[config.mk]
export PLATFORM = sky130hd
export DESIGN_NAME = weight_fetch_sched_flat
export DESIGN_NICKNAME = d
export VERILOG_FILES = /design/src/rtl/weight_fetch_sched_if.sv /design/src/rtl/weight_fetch_sched.sv /design/src/flat_wrapper.sv
export SDC_FILE = /design/constraint.sdc
export NUM_CORES = 1
export LEC_CHECK = 0
export CAP_MARGIN = 20
export CORE_MARGIN = 2
export CORE_UTILIZATION = 42
export CTS_CLUSTER_DIAMETER = 50
export DETAILED_ROUTE_END_ITERATION = 8
export MAX_ROUTING_LAYER = met4
export PLACE_DENSITY = 0.95
export SETUP_SLACK_MARGIN = 0.15
export SLEW_MARGIN = 25
export SYNTH_ARGS = -nofsm -noshare
export SYNTH_HDL_FRONTEND = slang
export SYNTH_SLANG_ARGS = --single-unit
[constraint.sdc]
create_clock -name clk -period 9.32 [get_ports clk]
set_clock_uncertainty 0.2 [all_clocks]
set_input_delay 2.33 -clock clk [delete_from_list [all_inputs] [get_ports clk]]
set_output_delay 2.33 -clock clk [all_outputs]
set_load 0.005 [all_outputs]
[src/rtl/weight_fetch_sched_if.sv]
// Stream/store bundle between weight_fetch_sched, the weight ROM and the conv engines.
// Latency: none (wires only).
// Backpressure: w_ready from the sink, qualified by grant.
// master: scheduler side (drives grant, rom_read, w_* stream, done).
// slave: environment side (drives req, rom_data, w_ready).
interface weight_fetch_sched_if #(
    parameter int BIT_WIDTH = 8,
    parameter int SIZE      = 26,
    parameter int NUM_REQ   = 4
);
    localparam int DST_W = (NUM_REQ > 1) ? $clog2(NUM_REQ) : 1;

    logic [NUM_REQ-1:0]        req;
    logic [NUM_REQ-1:0]        grant;
    logic                      rom_read;
    logic [BIT_WIDTH*SIZE-1:0] rom_data;
    logic                      w_valid;
    logic                      w_ready;
    logic [BIT_WIDTH-1:0]      w_data;
    logic                      w_last;
    logic [DST_W-1:0]          w_dst;
    logic [NUM_REQ-1:0]        done;

    modport master (
        input  req, rom_data, w_ready,
        output grant, rom_read, w_valid, w_data, w_last, w_dst, done
    );

    modport slave (
        output req, rom_data, w_ready,
        input  grant, rom_read, w_valid, w_data, w_last, w_dst, done
    );
endinterface

[src/rtl/weight_fetch_sched.sv]
// Round-robin share of one kernel store among NUM_REQ engines; serializes SIZE words per grant.
// Latency: grant+rom_read 1 cycle after req, word i at cycle 2+i, done at SIZE+2; SIZE+2 cycles/txn.
// Backpressure: w_valid/w_ready; word, last, dst and grant hold while stalled.
// Ports: clk, rst (sync, active-high); bus = weight_fetch_sched_if.master carrying
//        req/grant/done per engine, rom_read/rom_data to the store, w_valid/w_ready/w_data/w_last/w_dst stream.
module weight_fetch_sched #(
    parameter int BIT_WIDTH = 8,
    parameter int SIZE      = 26,
    parameter int NUM_REQ   = 4
) (
    input  logic                  clk,
    input  logic                  rst,
    weight_fetch_sched_if.master  bus
);
    localparam int DST_W = (NUM_REQ > 1) ? $clog2(NUM_REQ) : 1;
    localparam int IDX_W = (SIZE > 1) ? $clog2(SIZE) : 1;

    typedef enum logic [1:0] {IDLE, FETCH, STREAM} state_t;

    state_t             state_q, state_d;
    logic [NUM_REQ-1:0] grant_q, grant_d;
    logic [NUM_REQ-1:0] done_q, done_d;
    logic [DST_W-1:0]   dst_q, dst_d;
    logic [DST_W-1:0]   ptr_q, ptr_d;
    logic [IDX_W-1:0]   idx_q, idx_d;

    logic               found;
    logic [DST_W-1:0]   pick;
    int                 cand;
    logic               last;
    logic [BIT_WIDTH-1:0] word;

    // Round-robin pick: first set req bit at or above ptr, wrapping.
    always_comb begin
        found = 1'b0;
        pick  = '0;
        cand  = 0;
        for (int k = 0; k < NUM_REQ; k++) begin
            cand = (int'(ptr_q) + k) % NUM_REQ;
            if (!found && bus.req[DST_W'(cand)]) begin
                found = 1'b1;
                pick  = DST_W'(cand);
            end
        end
    end

    // Word select from the store output, which stays stable until the next fetch.
    always_comb begin
        word = '0;
        for (int i = 0; i < SIZE; i++) begin
            if (idx_q == IDX_W'(i)) begin
                word = bus.rom_data[i*BIT_WIDTH +: BIT_WIDTH];
            end
        end
    end

    assign last = (state_q == STREAM) && (idx_q == IDX_W'(SIZE - 1));

    always_comb begin
        state_d = state_q;
        grant_d = grant_q;
        dst_d   = dst_q;
        ptr_d   = ptr_q;
        idx_d   = idx_q;
        done_d  = '0;
        case (state_q)
            IDLE: begin
                if (found) begin
                    grant_d = {{(NUM_REQ-1){1'b0}}, 1'b1} << pick;
                    dst_d   = pick;
                    state_d = FETCH;
                end
            end
            FETCH: begin
                idx_d   = '0;
                state_d = STREAM;
            end
            STREAM: begin
                if (bus.w_ready) begin
                    if (last) begin
                        state_d = IDLE;
                        grant_d = '0;
                        dst_d   = '0;
                        done_d  = grant_q;
                        ptr_d   = (dst_q == DST_W'(NUM_REQ - 1)) ? '0 : dst_q + 1'b1;
                    end else begin
                        idx_d = idx_q + 1'b1;
                    end
                end
            end
            default: state_d = IDLE;
        endcase
    end

    always_ff @(posedge clk) begin
        if (rst) begin
            state_q <= IDLE;
            grant_q <= '0;
            done_q  <= '0;
            dst_q   <= '0;
            ptr_q   <= '0;
            idx_q   <= '0;
        end else begin
            state_q <= state_d;
            grant_q <= grant_d;
            done_q  <= done_d;
            dst_q   <= dst_d;
            ptr_q   <= ptr_d;
            idx_q   <= idx_d;
        end
    end

    assign bus.grant    = grant_q;
    assign bus.rom_read = (state_q == FETCH);
    assign bus.w_valid  = (state_q == STREAM);
    assign bus.w_data   = (state_q == STREAM) ? word : '0;
    assign bus.w_last   = last;
    assign bus.w_dst    = dst_q;
    assign bus.done     = done_q;
endmodule

[src/flat_wrapper.sv]
// flat-port wrapper written by rule: the top's interface ports become plain ports
module weight_fetch_sched_flat 
#(
    parameter int BIT_WIDTH = 8,
    parameter int SIZE      = 26,
    parameter int NUM_REQ   = 4
)
  (clk, rst, bus_req, bus_rom_data, bus_w_ready, bus_grant, bus_rom_read, bus_w_valid, bus_w_data, bus_w_last, bus_w_dst, bus_done);
  weight_fetch_sched_if #(.BIT_WIDTH(BIT_WIDTH), .SIZE(SIZE), .NUM_REQ(NUM_REQ)) bus_i ();
  input  logic clk;
  input  logic rst;
  input wire logic [$bits(bus_i.req)-1:0] bus_req;
  input wire logic [$bits(bus_i.rom_data)-1:0] bus_rom_data;
  input wire logic [$bits(bus_i.w_ready)-1:0] bus_w_ready;
  output wire logic [$bits(bus_i.grant)-1:0] bus_grant;
  output wire logic [$bits(bus_i.rom_read)-1:0] bus_rom_read;
  output wire logic [$bits(bus_i.w_valid)-1:0] bus_w_valid;
  output wire logic [$bits(bus_i.w_data)-1:0] bus_w_data;
  output wire logic [$bits(bus_i.w_last)-1:0] bus_w_last;
  output wire logic [$bits(bus_i.w_dst)-1:0] bus_w_dst;
  output wire logic [$bits(bus_i.done)-1:0] bus_done;
  assign bus_i.req = bus_req;
  assign bus_i.rom_data = bus_rom_data;
  assign bus_i.w_ready = bus_w_ready;
  assign bus_grant = bus_i.grant;
  assign bus_rom_read = bus_i.rom_read;
  assign bus_w_valid = bus_i.w_valid;
  assign bus_w_data = bus_i.w_data;
  assign bus_w_last = bus_i.w_last;
  assign bus_w_dst = bus_i.w_dst;
  assign bus_done = bus_i.done;
  weight_fetch_sched #(.BIT_WIDTH(BIT_WIDTH), .SIZE(SIZE), .NUM_REQ(NUM_REQ)) u_core (.clk(clk), .rst(rst), .bus(bus_i));
endmodule
==> Yosys cells after proc, flatten, opt, wreduce, memory -nomap -nowiden <==
Cells that the tools add are included.
{ "classes": {"bitwise": 3, "n_reduce_logical": 16, "mux": 61, "mul": 0, "magnitude_cmp": 4, "shift": 1, "addsub": 5, "eq_ne": 32, "n_div": 0} }
{ "ops": {"columns": ["op", "count"], "rows": [
  ["8-bit two-way mux", 27],
  ["5-bit == test, second input constant", 10],
  ["5-bit by 4-bit == test with 1-bit output, second input constant", 8],
  ["5-bit by 3-bit == test with 1-bit output, second input constant", 4],
  ["2-bit two-way mux", 9],
  ["2-bit by 4-bit < comparator with 1-bit output, second input constant", 4],
  ["1-bit two-way mux", 12],
  ["4-bit two-way mux", 3],
  ["5-bit by 2-bit == test with 1-bit output, second input constant", 2],
  ["5-bit two-way mux", 2],
  ["5-bit case mux with 2 select lines", 1],
  ["3-bit AND reduction", 3],
  ["1-bit binary-select mux with 2-bit select", 4],
  ["4-bit case mux with 2 select lines", 1],
  ["2-bit case mux with 3 select lines", 1],
  ["5-bit by 1-bit adder with 5-bit output, second input constant", 1],
  ["5-bit by 1-bit == test with 1-bit output, second input constant", 1],
  ["5-bit zero test", 1],
  ["2-bit by 1-bit adder with 2-bit output, second input constant", 2],
  ["2-bit adder, second input constant", 2],
  ["2-bit == test, second input constant", 2],
  ["1-bit logical AND", 4],
  ["2-bit by 1-bit inequality test with 1-bit output, second input constant", 2],
  ["2-bit inequality test, second input constant", 2],
  ["9 further kinds", 14]
]} }
{ "totals": {"reg_bits": 19, "latch_bits": 0, "input_bits": 215, "mem_count": 0, "ramBits": 0, "wordCells": 128, "mem_bits_ro": 0} }

==> Depth between registers and ports, before layout <==
Gate-level depths: netlist of the first run.
{ "logic_depth": {"ltp_word": 28, "ltp_mapped": 11} }

==> Least setup slack after synthesis of the first run <==
OpenSTA, ideal clock, no wires.
{ "synth_timing": {"path_type": "input-to-output", "start": "input port bus_rom_data[38]", "end": "output port bus_w_data[6]", "required_ns": 6.790, "t_arrival_ns": 3.379, "slack_ns": 3.411, "cell_stages": 5, "path_cell_list": "a222oi_1 o31ai_1 a2111o_1 a211oi_2 nor3_1"} }
{ "synth_via": {"elab_chain_cells": 23} }
{ "synth_rtl": {"columns": ["element", "line_no", "text"], "rows": [
  ["start: declaration", "flat_wrapper.sv:13", "input wire logic [$bits(bus_i.rom_data)-1:0] bus_rom_data;"],
  ["8-bit two-way mux (22 in a row)", "weight_fetch_sched.sv:51", "if (idx_q == IDX_W'(i)) begin"],
  ["8-bit two-way mux", "weight_fetch_sched.sv:116", "assign bus.w_data = (state_q == STREAM) ? word : '0;"],
  ["end: declaration", "flat_wrapper.sv:18", "output wire logic [$bits(bus_i.w_data)-1:0] bus_w_data;"]
]} }
No other way between the ends.

==> Worst setup path in the final report of the first run <==
{ "layout_timing": {"start": "input port bus_rom_data[47]", "end": "output port bus_w_data[7]"} }
{ "layout_via": {"elab_chain_cells": 22} }
{ "layout_rtl": {"columns": ["element", "line_no"], "rows": [
  ["8-bit two-way mux (21 in a row)", "weight_fetch_sched.sv:51"],
  ["8-bit two-way mux", "weight_fetch_sched.sv:116"]
]} }
No other way between the ends.

==> results of run 1 <==
==> state kept, by name (all words and copies together) (netlist names) <==
register	flops
u_core.state_q	2
u_core.bus.w_dst	2
u_core.bus.grant	4
u_core.ptr_q	2
u_core.idx_q	5
u_core.bus.done	4
==> cell type report <==
class	instances	area [um^2]	share of cell area
Clock buffer	3	41.3	0.00663
Clock inverter	1	5.00	0.000804
Inverter	18	67.6	0.0109
Multi-Input combinational cell	477	3160	0.508
Sequential cell	19	380	0.0611
Tap cell	111	139	0.0223
Timing Repair Buffer	245	2430	0.390
==> stage by stage <==
step	power (mW)	cell area (um^2)	hold slack (ns)	setup slack [ns]	util
final	0.337	6220	0.296	2.07	0.687
after global routing	0.349	6220	0.318	2.07	0.687
after CTS	0.332	6220	0.295	2.15	0.687
after detailed placement	0.275	6180	0.275	2.18	0.681
after global placement	0.271	6180	0.269	2.23	0.681
after floorplan	0.148	3870	0.271	3.41	-
==> worst paths after layout <==
check                              startpoint                               end  slack [ns]  cells past startpoint
min reg2reg  u_core.bus.grant[2]$_SDFFE_PP0P_     u_core.bus.done[2]$_SDFF_PP0_        0.30                      1
max                          bus_rom_data[47]                     bus_w_data[7]        2.07                      8
max reg2reg      u_core.idx_q[3]$_SDFFE_PP0P_  u_core.bus.grant[2]$_SDFFE_PP0P_        5.94                      7
min          u_core.bus.grant[2]$_SDFFE_PP0P_     u_core.bus.done[2]$_SDFF_PP0_        0.30                      1
==> synth_stat cells (4+ instances only) <==
cell type	count
nand2_1	45
a21o_1	7
inv_1	17
and3b_1	7
a211oi_1	8
buf_6	5
and2_1	9
nand3_1	29
o22ai_1	14
mux2i_1	10
a31oi_1	6
a221o_1	6
a221oi_1	8
a32o_1	5
a32oi_1	6
nand4bb_1	6
dfxtp_1	19
or3_1	7
nor2b_1	10
o21ai_1	5
nor4bb_1	5
nand2b_1	13
ha_1	10
a22oi_1	14
nor3b_1	4
clkbuf_1	18
nand4b_1	7
o211ai_1	14
a21oi_1	31
buf_2	19
buf_4	4
nor2_1	57
o221ai_1	7
nand4_1	5
nor3_1	16
o21ai_0	31
and4b_1	4
and3_1	5
==> cells by family (layout without fill, tap and decap cells) <==
kind of cell | count (synthesis) | in the layout | synth area share
AOI/OAI and AO/OA | 203 | 203 | 0.375
adders and majority gates | 10 | 10 | 0.0324
buffers and inverters | 66 | 267 | 0.0838
DFF | 19 | 19 | 0.0983
muxes | 11 | 11 | 0.0288
and+or+nand+nor | 253 | 253 | 0.382
==> layer usage <==
layer | global-route usage | part of all wire | wire length, um | vias to the layer above
met5 | - | 0 | 0 | -
li1 | - | - | - | 2573
met3 | 0.0675 | 0.12 | 2430 | 64
met4 | 0.0864 | 0.030 | 638 | 0
met1 | 0.546 | 0.40 | 8360 | 2716
met2 | 0.654 | 0.46 | 9650 | 452
==> power by group <==
part	switching, mW	internal [mW]	leakage [nW]	total (mW)
clock	0.0274	0.0297	0.0255	0.0572
sequential	0.00411	0.0856	0.154	0.0897
combinational	0.0714	0.119	2.16	0.190
==> impl_metrics.csv, run 1 <==
group,metric,value,unit
finish,n_antenna_cell,0,
timing,slew_headroom,0.293,
finish,fin_nets,989,
cts,path_clk_slew,0.07,ns
yosys,yosysWarnings,0,
worst_setup_path,crit_chain,"clkdlybuf4s50_1 > inv_1 > a32oi_1 > mux2i_1 > a211oi_1 > o311ai_1 > nand3_1 > clkdlybuf4s50_1",
yosys,syn-cell-area,3870,um^2
finish,final_cells,874,
die,initial_utilization,0.427,
die,core-area,9060,um^2
detailed_routing,routed_wl,21100,um
yosys,syn-num-nets,787,
pwr,vdd_drop_max,128,uV
detailed_routing,post-route-drc-count,0,
yosys,ys_seq_area_frac,0.0984,
yosys,synth_area_leaders,"dfxtp_1 9.8%, nor2_1 5.5%, nand2_1 4.4%",
detailed_routing,detail_route.wl_per_cell,24.1,um
pwr,p_leak,2.34,nW
timing,max_freq,138,MHz
cts,cts-htree-levels,1,
cts,worst_skew_pair.late_latency,0.26,ns
worst_setup_path,endpoint_kind,"primary output",
cts,root_buffer,"clkbuf_8",
place,portBuffers,235,
detailed_routing,post_drt_via_cell_ratio,6.64,
yosys,async_reset_ff_frac,0,
finish,final_common_cell,"clkdlybuf4s50_1",
worst_setup_path,crit_fanout,2,
yosys,syn_area_per_cell,6.88,um^2
grt,grt_max_degree,51,
timing,rsz0062_at_grt,"no",
cts,post-cts-setup-buffer-count,0,
grt,grt_usage,0.409,
cts,cts_hold_buf,0,
die,design.die.area,9990,um^2
finish,drive_above_1_share,0.0380,
grt,antenna_found_initial,0,
detailed_routing,num_vias,5805,
worst_setup_path,crit_top_cell,"clkdlybuf4s50_1",
yosys,synth-edff-count,0,
worst_setup_path,slowest_delay,0.59,ns
place,gp_congestion,1.04,
detailed_routing,first_pass_iters,5,
cts,ctsResizeCount,0,
timing,period_share,0.778,
grt,grt_pass1_vias,5416,
min_path,hold_class,"flop to flop",
worst_setup_path,critPathTopFamily,"buffers and inverters",
timing,period_needed,7.25,ns
grt,overflow,0,
die,placementRows,35,
worst_setup_path,worstPathRequired,6.79,ns
grt,grt_first_pass_wirelength,31000,um
timing,fin_tns_setup,0,ns
cts,cts_made_buffers,3,
flow_run,max_cap_viol_count,0,
worst_setup_path,path_buf_inv,3,
finish,final_cell_mix,"235 x clkdlybuf4s50_1, 57 x nor2_1, 45 x nand2_1, 31 x o21ai_0, 31 x a21oi_1",
die,ios,236,
timing,tightest_slew,1.06,ns
outcome,status,"finished clean",
place,placedCellCount,870,
yosys,yosysTopAreaCell,"dfxtp_1",
place,hpwl,16600,um
yosys,synth.distinct_cells,79,
timing,setup_viol,0,
yosys,ys.flop_type,"dfxtp_1",
cts,tritoncts,"done",
detailed_routing,drt-initial-drc-count,733,
yosys,synth_top_area_share,0.0984,
finish,syn2layout_area_growth,60.9,%
worst_setup_path,worst_path_max_delay_cell,"clkdlybuf4s50_1",
yosys,ys_ff_latch,19,
timing,hold_viol,0,
die,die_h,100,um
worst_setup_path,critPathLaunchType,"input pin",
timing,finalMaxSlewViolations,0,
yosys,synthCells,562,
cts,clk_path_buf_depth,2,
die,die-width,100,um
cts,cts_num_sinks,19,
detailed_routing,antenna_left,0,
pwr,power_density,54.1,nW/um^2
worst_setup_path,crit_type,"input pin to primary output",
finish,n_fill_cell,780,
worst_setup_path,cp.arrival,4.72,ns
(Power assumes the default switching activity.)
==> run 2, diff against run 1 <==
- CORE_UTILIZATION: 42 -> 35
- PLACE_DENSITY: 0.95 -> 0.89
- clock period: 9.32 -> 6.5 ns (I/O delays scaled with it)
==> impl_metrics.csv, run 2 (synthesis results as in run 1) <==
group,metric,value,unit
worst_setup_path,r2r-end,"u_core.bus.grant[2]$_SDFFE_PP0P_",
finish,syn2layout_area_growth,63.2,%
timing,fin_tns_setup,0,ns
finish,largest_register_ffs,5,
cts,cts_hold_buf,0,
cts,ctsResizeCount,0,
timing,setup_viol,0,
detailed_routing,detail_route.wl_per_cell,21.1,um
finish,n_antenna_cell,0,
flow_run,max_cap_viol_count,0,
pwr,vdd_drop_max,106,uV
timing,tightest_slew,1.04,ns
place,portBuffers,235,
cts,path_clk_slew,0.07,ns
detailed_routing,num_vias,5600,
cts,post-cts-setup-buffer-count,0,
finish,drive_above_1_share,0.0468,
cts,clk_path_buf_depth,2,
worst_setup_path,reg2reg_slack,3.61,ns
min_path,hold_class,"flop to flop",
finish,final_common_cell,"clkdlybuf4s50_1",
finish,final_cell_mix,"235 x clkdlybuf4s50_1, 57 x nor2_1, 45 x nand2_1, 31 x o21ai_0, 31 x a21oi_1",
die,die_h,109,um
grt,grt_pass1_vias,5262,
grt,grt_usage,0.310,
cts,cts_num_sinks,19,
min_path,worstHoldStart,"u_core.bus.grant[0]$_SDFFE_PP0P_",
grt,grt_first_pass_wirelength,27800,um
die,die-width,109,um
worst_setup_path,cp.arrival,4.26,ns
timing,period_share,0.936,
detailed_routing,first_pass_iters,6,
worst_setup_path,worstPathRequired,4.68,ns
grt,grt_max_degree,51,
worst_setup_path,r2r_start,"u_core.idx_q[3]$_SDFFE_PP0P_",
detailed_routing,routed_wl,19200,um
timing,period_needed,6.09,ns
worst_setup_path,worst_r2r_path_depth,6,
die,design.die.area,11900,um^2
worst_setup_path,crit_fanout,1,
cts,tritoncts,"done",
worst_setup_path,crit_type,"input pin to primary output",
grt,overflow,0,
cts,root_buffer,"clkbuf_8",
place,gp_congestion,0.949,
die,placementRows,38,
place,hpwl,15200,um
timing,rsz0062_at_grt,"no",
timing,hold_viol,0,
die,initial_utilization,0.358,
outcome,status,"finished clean",
finish,final_cells,910,
die,ios,236,
finish,finish.utilization,0.585,
grt,antenna_found_initial,0,
pwr,power_density,75.1,nW/um^2
detailed_routing,drt-initial-drc-count,622,
place,placedCellCount,906,
min_path,hold_end,"u_core.bus.grant[0]$_SDFFE_PP0P_",
detailed_routing,post_drt_via_cell_ratio,6.15,
detailed_routing,antenna_left,0,
worst_setup_path,critPathLaunchType,"input pin",
cts,cts-htree-levels,1,
finish,fin_nets,996,
die,core-area,10800,um^2
worst_setup_path,endpoint_kind,"primary output",
cts,cts_made_buffers,3,
finish,top_register,"u_core.idx_q",
timing,slew_headroom,0.306,
cts,worst_skew_pair.late_latency,0.26,ns
pwr,p_leak,2.37,nW
detailed_routing,post-route-drc-count,0,
min_path,holdPathStages,2,
timing,finalMaxSlewViolations,0,
timing,max_freq,164,MHz
[run 2: per-layer routing]
layer	up-vias	GRT usage	wire length, um
met5	-	-	0
met4	0	0.126	881
met3	71	0.0717	2250
met2	361	0.506	8890
met1	2571	0.367	7170
li1	2597	-	-
[run 2: cell type report]
class | instances | area [um^2]
Fill cell | 1004 | 4480
Multi-Input combinational cell | 477 | 3160
Timing Repair Buffer | 252 | 2480
Sequential cell | 19 | 380
Tap cell | 140 | 175
Inverter | 18 | 67.6
Clock buffer | 3 | 41.3
Clock inverter | 1 | 5.00
[run 2: worst max-delay path: stages]
cell and delay [ns]:
clkdlybuf4s50_1 0.40, a21o_1 0.17, a32o_1 0.19, a2111oi_0 0.75, o2111ai_1 0.28, a21oi_1 0.28
o21ai_1 0.09, clkdlybuf4s50_1 0.47
[run 2: where the power goes]
part	switching (mW)	total, mW	internal [mW]
sequential	0.00530	0.128	0.123
clock	0.0419	0.0846	0.0427
combinational	0.0926	0.262	0.169
[run 2: through the flow]
| step | setup slack, ns | hold WS (ns) | power (mW) | cell area (um^2) |
|---|---|---|---|---|
| after floorplan | 2.00 | 0.271 | 0.213 | 3870 |
| after global placement | 0.616 | 0.277 | 0.386 | 6270 |
| after detailed placement | 0.551 | 0.289 | 0.387 | 6270 |
| after CTS | 0.521 | 0.304 | 0.475 | 6310 |
| after global routing | 0.370 | 0.330 | 0.500 | 6310 |
| final | 0.413 | 0.299 | 0.474 | 6310 |
[run 2: worst max-delay path by stage]
stage | endpoint | cells after the start | start
floorplan | bus_w_data[6] | 5 | bus_rom_data[38]
global placement | bus_w_data[0] | 8 | bus_rom_data[8]
detailed placement | bus_w_data[0] | 8 | bus_rom_data[8]
CTS | bus_w_data[0] | 8 | bus_rom_data[8]
global route | bus_w_data[0] | 8 | bus_rom_data[8]
finish | bus_w_data[0] | 8 | bus_rom_data[8]
==> run 3, diff against run 2 <==
- SLEW_MARGIN: 25 -> default
==> results of run 3 <==
No change in the layout: final DEF, timing and power equal those of run 2.
==> RTL change 1 (flow settings as in run 2) <==
`BIT_WIDTH` is set to 8 in 3 places; all go to 12.
--- a/src/rtl/weight_fetch_sched_if.sv
+++ b/src/rtl/weight_fetch_sched_if.sv
@@ -5,5 +5,5 @@
 // slave: environment side (drives req, rom_data, w_ready).
 interface weight_fetch_sched_if #(
-    parameter int BIT_WIDTH = 8,
+    parameter int BIT_WIDTH = 12,
     parameter int SIZE      = 26,
     parameter int NUM_REQ   = 4
--- a/src/rtl/weight_fetch_sched.sv
+++ b/src/rtl/weight_fetch_sched.sv
@@ -5,5 +5,5 @@
 //        req/grant/done per engine, rom_read/rom_data to the store, w_valid/w_ready/w_data/w_last/w_dst stream.
 module weight_fetch_sched #(
-    parameter int BIT_WIDTH = 8,
+    parameter int BIT_WIDTH = 12,
     parameter int SIZE      = 26,
     parameter int NUM_REQ   = 4
--- a/src/flat_wrapper.sv
+++ b/src/flat_wrapper.sv
@@ -2,5 +2,5 @@
 module weight_fetch_sched_flat 
 #(
-    parameter int BIT_WIDTH = 8,
+    parameter int BIT_WIDTH = 12,
     parameter int SIZE      = 26,
     parameter int NUM_REQ   = 4
Interface: changed (resized bus_rom_data and bus_w_data); port bits go from 236 to 344. The function was not compared with the original's and may differ.
==> RTL change 1 against run 2 <==
Sequential power up 4%. Worst setup slack improved by 0.22 ns. Sequential cell count stayed put. Area after synthesis is 13% higher. Final area is 25% higher. Count of clock-buffer cells in the layout rose by 1. Synthesized cell count grew 13%. Routed wire length is 39% higher. Combinational power grew 98%. Total power up 64%. Critical path type unchanged. Largest cell class unchanged.
==> RTL change 1: results (changes against run 2) <==
[yosys]
synth_fp_nets = 966  ; +23%
synth_area_leaders = dfxtp_1 8.7%, a221oi_1 6.4%, nand2_1 5.3%
synthMostInstantiatedCell = nand2_1
avgSynthCellArea_um2 = 6.85  ; -0.41%
synth_common_cells = 62 x nand2_1, 51 x nor2_1, 42 x a21oi_1
ys_seq_area_share_pct = 8.71  ; -1.1 points

[outcome]
outcome = finished clean

[pwr]
power_leakage_nw = 2.82  ; +19%
irDropWorstVdd_v = 0.000175  ; +65%
p_sw_mw = 0.272  ; +95%

[global_route]
grt_pass1_wl_um = 38100  ; +37%
grt_pass1_vias = 6750  ; +28%
grt_usage_pct = 38.0  ; +7.0 points
met2_usage_pct = 60.9  ; +10 points
grt_max_degree = 53  ; +3.9%
gr-usage-met1_pct = 47.1  ; +10 points
antenna_found_initial = 1  ; +1
gr-usage-met3_pct = 6.59  ; -0.58 points

[layout]
area_growth_pct = 80.9
diodes = 2  ; +2
nonClockInverterCount = 19  ; +1
nonClkBufAreaFrac_pct = 45.0  ; +5.7 points
seq-cell-share_pct = 4.83  ; -1.2 points
n_clock_buffer = 4  ; +1
post_route_cells_drive_above_1_share_pct = 4.26  ; -0.42 points
clock_cell_area_share_pct = 0.998  ; +0.27 points
comb.multi_input.count = 539  ; +13%
multi_input_area_um2 = 3590  ; +14%
buffers = 359  ; +42%
nNetsFinal = 1270  ; +28%
fin_cells = 1110  ; +22%

[setup_path]
worstSetupStartpoint = bus_rom_data[22]
cp-endpoint = bus_w_data[10]
r2r_start = u_core.idx_q[0]
r2r_slack_ns = 3.32  ; -0.29 ns
worst_path_largest_cell_delay_ns = 0.54  ; -0.21 ns
crit_slowest_cell = clkdlybuf4s50_1
arrival_ns = 4.04  ; -0.22 ns
r2r_cells = 8  ; +2
r2r_end = u_core.bus.w_dst[0]

[placed_design]
placed_area_um2 = 7810  ; +25%
io_buffers = 343  ; +46%
dp_hpwl_um = 21400  ; +41%
place_congestion = 1.01  ; +6.6%

[sta]
tightest_slew_ns = 0.968  ; -0.0732 ns
timing.final.crit_share_pct = 90.3  ; -3.3 points
hold_ws_ns = 0.290  ; -0.00934 ns

[min_path]
hold_path.startpoint = u_core.bus.grant[0]
min_to = u_core.bus.done[0]

[detailed_routing]
dr_wl_met2_um = 12300  ; +38%
viasPerCell = 6.27  ; +1.8%
wl_per_cell_um = 24.1  ; +14%
wl_met1_um = 10500  ; +46%
drtPass1Iterations = 7  ; +1

[clocking]
clk_pin_slew_worst_paths_ns = 0.05  ; -0.02 ns
cts_root_buffer = clkbuf_16

[die]
dieWidth_um = 116  ; +6.0%

-- RTL change 1: cell families (layout without fill, tap and decap cells) --
logic type / after synthesis / count (layout) / share of synthesized area, %
xor gates and xnor gates: 3 / 3 / 0.602
AOI/OAI and AO/OA: 262 / 262 / 43.9
muxes: 10 / 10 / 2.29
other: 0 / 2 / 0
adders and majority gates: 10 / 10 / 2.87
and+or+nand+nor: 254 / 254 / 32.6
buffers and inverters: 79 / 382 / 9.09
DFF: 19 / 19 / 8.71
-- RTL change 1: power by group through the flow --
| stage | Clock [mW] | Sequential [mW] | Combinational [mW] |
|---|---|---|---|
| finish | 0.125 | 0.133 | 0.519 |
| global route | 0.130 | 0.134 | 0.547 |
| CTS | 0.126 | 0.133 | 0.511 |
| detailed placement | 0 | 0.135 | 0.505 |
| global placement | 0 | 0.134 | 0.499 |
| floorplan | 0 | 0.134 | 0.209 |
==> RTL change 2 (config.mk and constraints of run 2) <==
Without the edit above. Make the reset (`rst`) asynchronous in one clocked block.
--- a/src/rtl/weight_fetch_sched.sv
+++ b/src/rtl/weight_fetch_sched.sv
@@ -93,5 +93,5 @@
     end
 
-    always_ff @(posedge clk) begin
+    always_ff @(posedge clk or posedge rst) begin
         if (rst) begin
             state_q <= IDLE;
Formal check against the unedited RTL: differs if rst is asserted again (counterexample within 4 cycles, from zero or initial values and one cycle with rst high); with rst held inactive, the same outputs for 4 cycles.
==> RTL change 2 against run 2 <==
Non-clock buffer count decreased by 8. Worst setup slack better by 0.25 ns. Routed wire length rose by 5.9%. Die area grew 1.7%. Hold slack gained 0.023 ns. Sequential cell count stayed put. Area after synthesis is 1.7% higher. Final area is 0.26% lower. Core utilization shrank 0.66 points. Critical path type unchanged. Largest cell class unchanged.
Power is not compared: it rests on default switching activity, and its combinational part moved more than twofold at a synthesized area within 25%.
==> RTL change 2: results (changes against run 2) <==
[outcome]
outcome = finished clean

[layout]
fin_cells = 898  ; -1.3%
nNetsFinal = 984  ; -1.2%
nonClockInverterCount = 19  ; +1
post_route_cells_drive_above_1_share_pct = 5.01  ; +0.34 points
comb.multi_input.count = 472  ; -1.0%
buffers = 244  ; -3.2%
clock_cell_area_share_pct = 0.715  ; -0.018 points
regArea_um2 = 477  ; +25%
n_clock_buffer = 4  ; +1
area_growth_pct = 60.0

[setup_path]
r2r_slack_ns = 3.59  ; -0.02 ns
r2r_cells = 9  ; +3
r2r_end = u_core.idx_q[2]
worst_path_largest_cell_delay_ns = 0.50  ; -0.25 ns
crit_slowest_cell = clkdlybuf4s50_1
arrival_ns = 4.01  ; -0.25 ns
r2r_start = u_core.idx_q[1]

[min_path]
hold_depth = 1  ; -1
min_to = u_core.bus.done[0]
hold_path.startpoint = u_core.bus.grant[0]

[yosys]
syn_inst = 555  ; -1.2%
synth_area_leaders = dfrtp_1 12%, nand2_1 5.6%, o21ai_0 5.2%
yosysUniqueCellTypes = 90  ; +14%
synth_fp_nets = 780  ; -0.89%
synth_common_cells = 59 x nand2_1, 45 x nor2_1, 41 x o21ai_0
async_flop_share_pct = 100  ; +100 points
yosys_most_used_dff = dfrtp_1

[global_route]
gr-usage-met3_pct = 6.94  ; -0.24 points
grt_usage_pct = 32.1  ; +1.1 points
met2_usage_pct = 52.4  ; +1.8 points
gr-usage-met1_pct = 37.1  ; +0.44 points
grt_pass1_vias = 5368  ; +2.0%

[detailed_routing]
wl_met1_um = 7350  ; +2.6%
drt-initial-drc-count = 749  ; +20%
via_count = 5661  ; +1.1%
dr_wl_met2_um = 9380  ; +5.5%
wirelength_um = 20300  ; +5.9%
wl_met3_um = 2520  ; +12%

[placed_design]
place_congestion = 0.958  ; +0.91%
dp.cells = 894  ; -1.3%
dp_slack_ns = 0.740  ; +0.189 ns
placed_area_um2 = 6250  ; -0.24%
dp_hpwl_um = 16000  ; +4.8%

[sta]
hold_ws_ns = 0.323  ; +0.0233 ns
tightest_slew_ns = 0.902  ; -0.139 ns

## RTL change 2: how the worst max path moves through the flow
| stage | slack (ns) | to | startpoint |
|---|---|---|---|
| 2_1_floorplan | 1.89 | bus_w_data[7] | bus_rom_data[159] |
| 3_3_place_gp | 0.78 | bus_w_data[6] | bus_rom_data[6] |
| 3_5_place_dp | 0.74 | bus_w_data[0] | bus_rom_data[48] |
| 4_1_cts | 0.73 | bus_w_data[0] | bus_rom_data[48] |
| 5_1_grt | 0.62 | bus_w_data[0] | bus_rom_data[48] |
| 6_report | 0.66 | bus_w_data[0] | bus_rom_data[48] |
## RTL change 2: cell families after synthesis
group,count (synthesis),share of synthesized area (%)
and+or+nand+nor,232,32.7
DFF,19,12.1
muxes,10,2.73
adders and majority gates,10,3.18
buffers and inverters,64,8.93
AOI/OAI and AO/OA,220,40.4
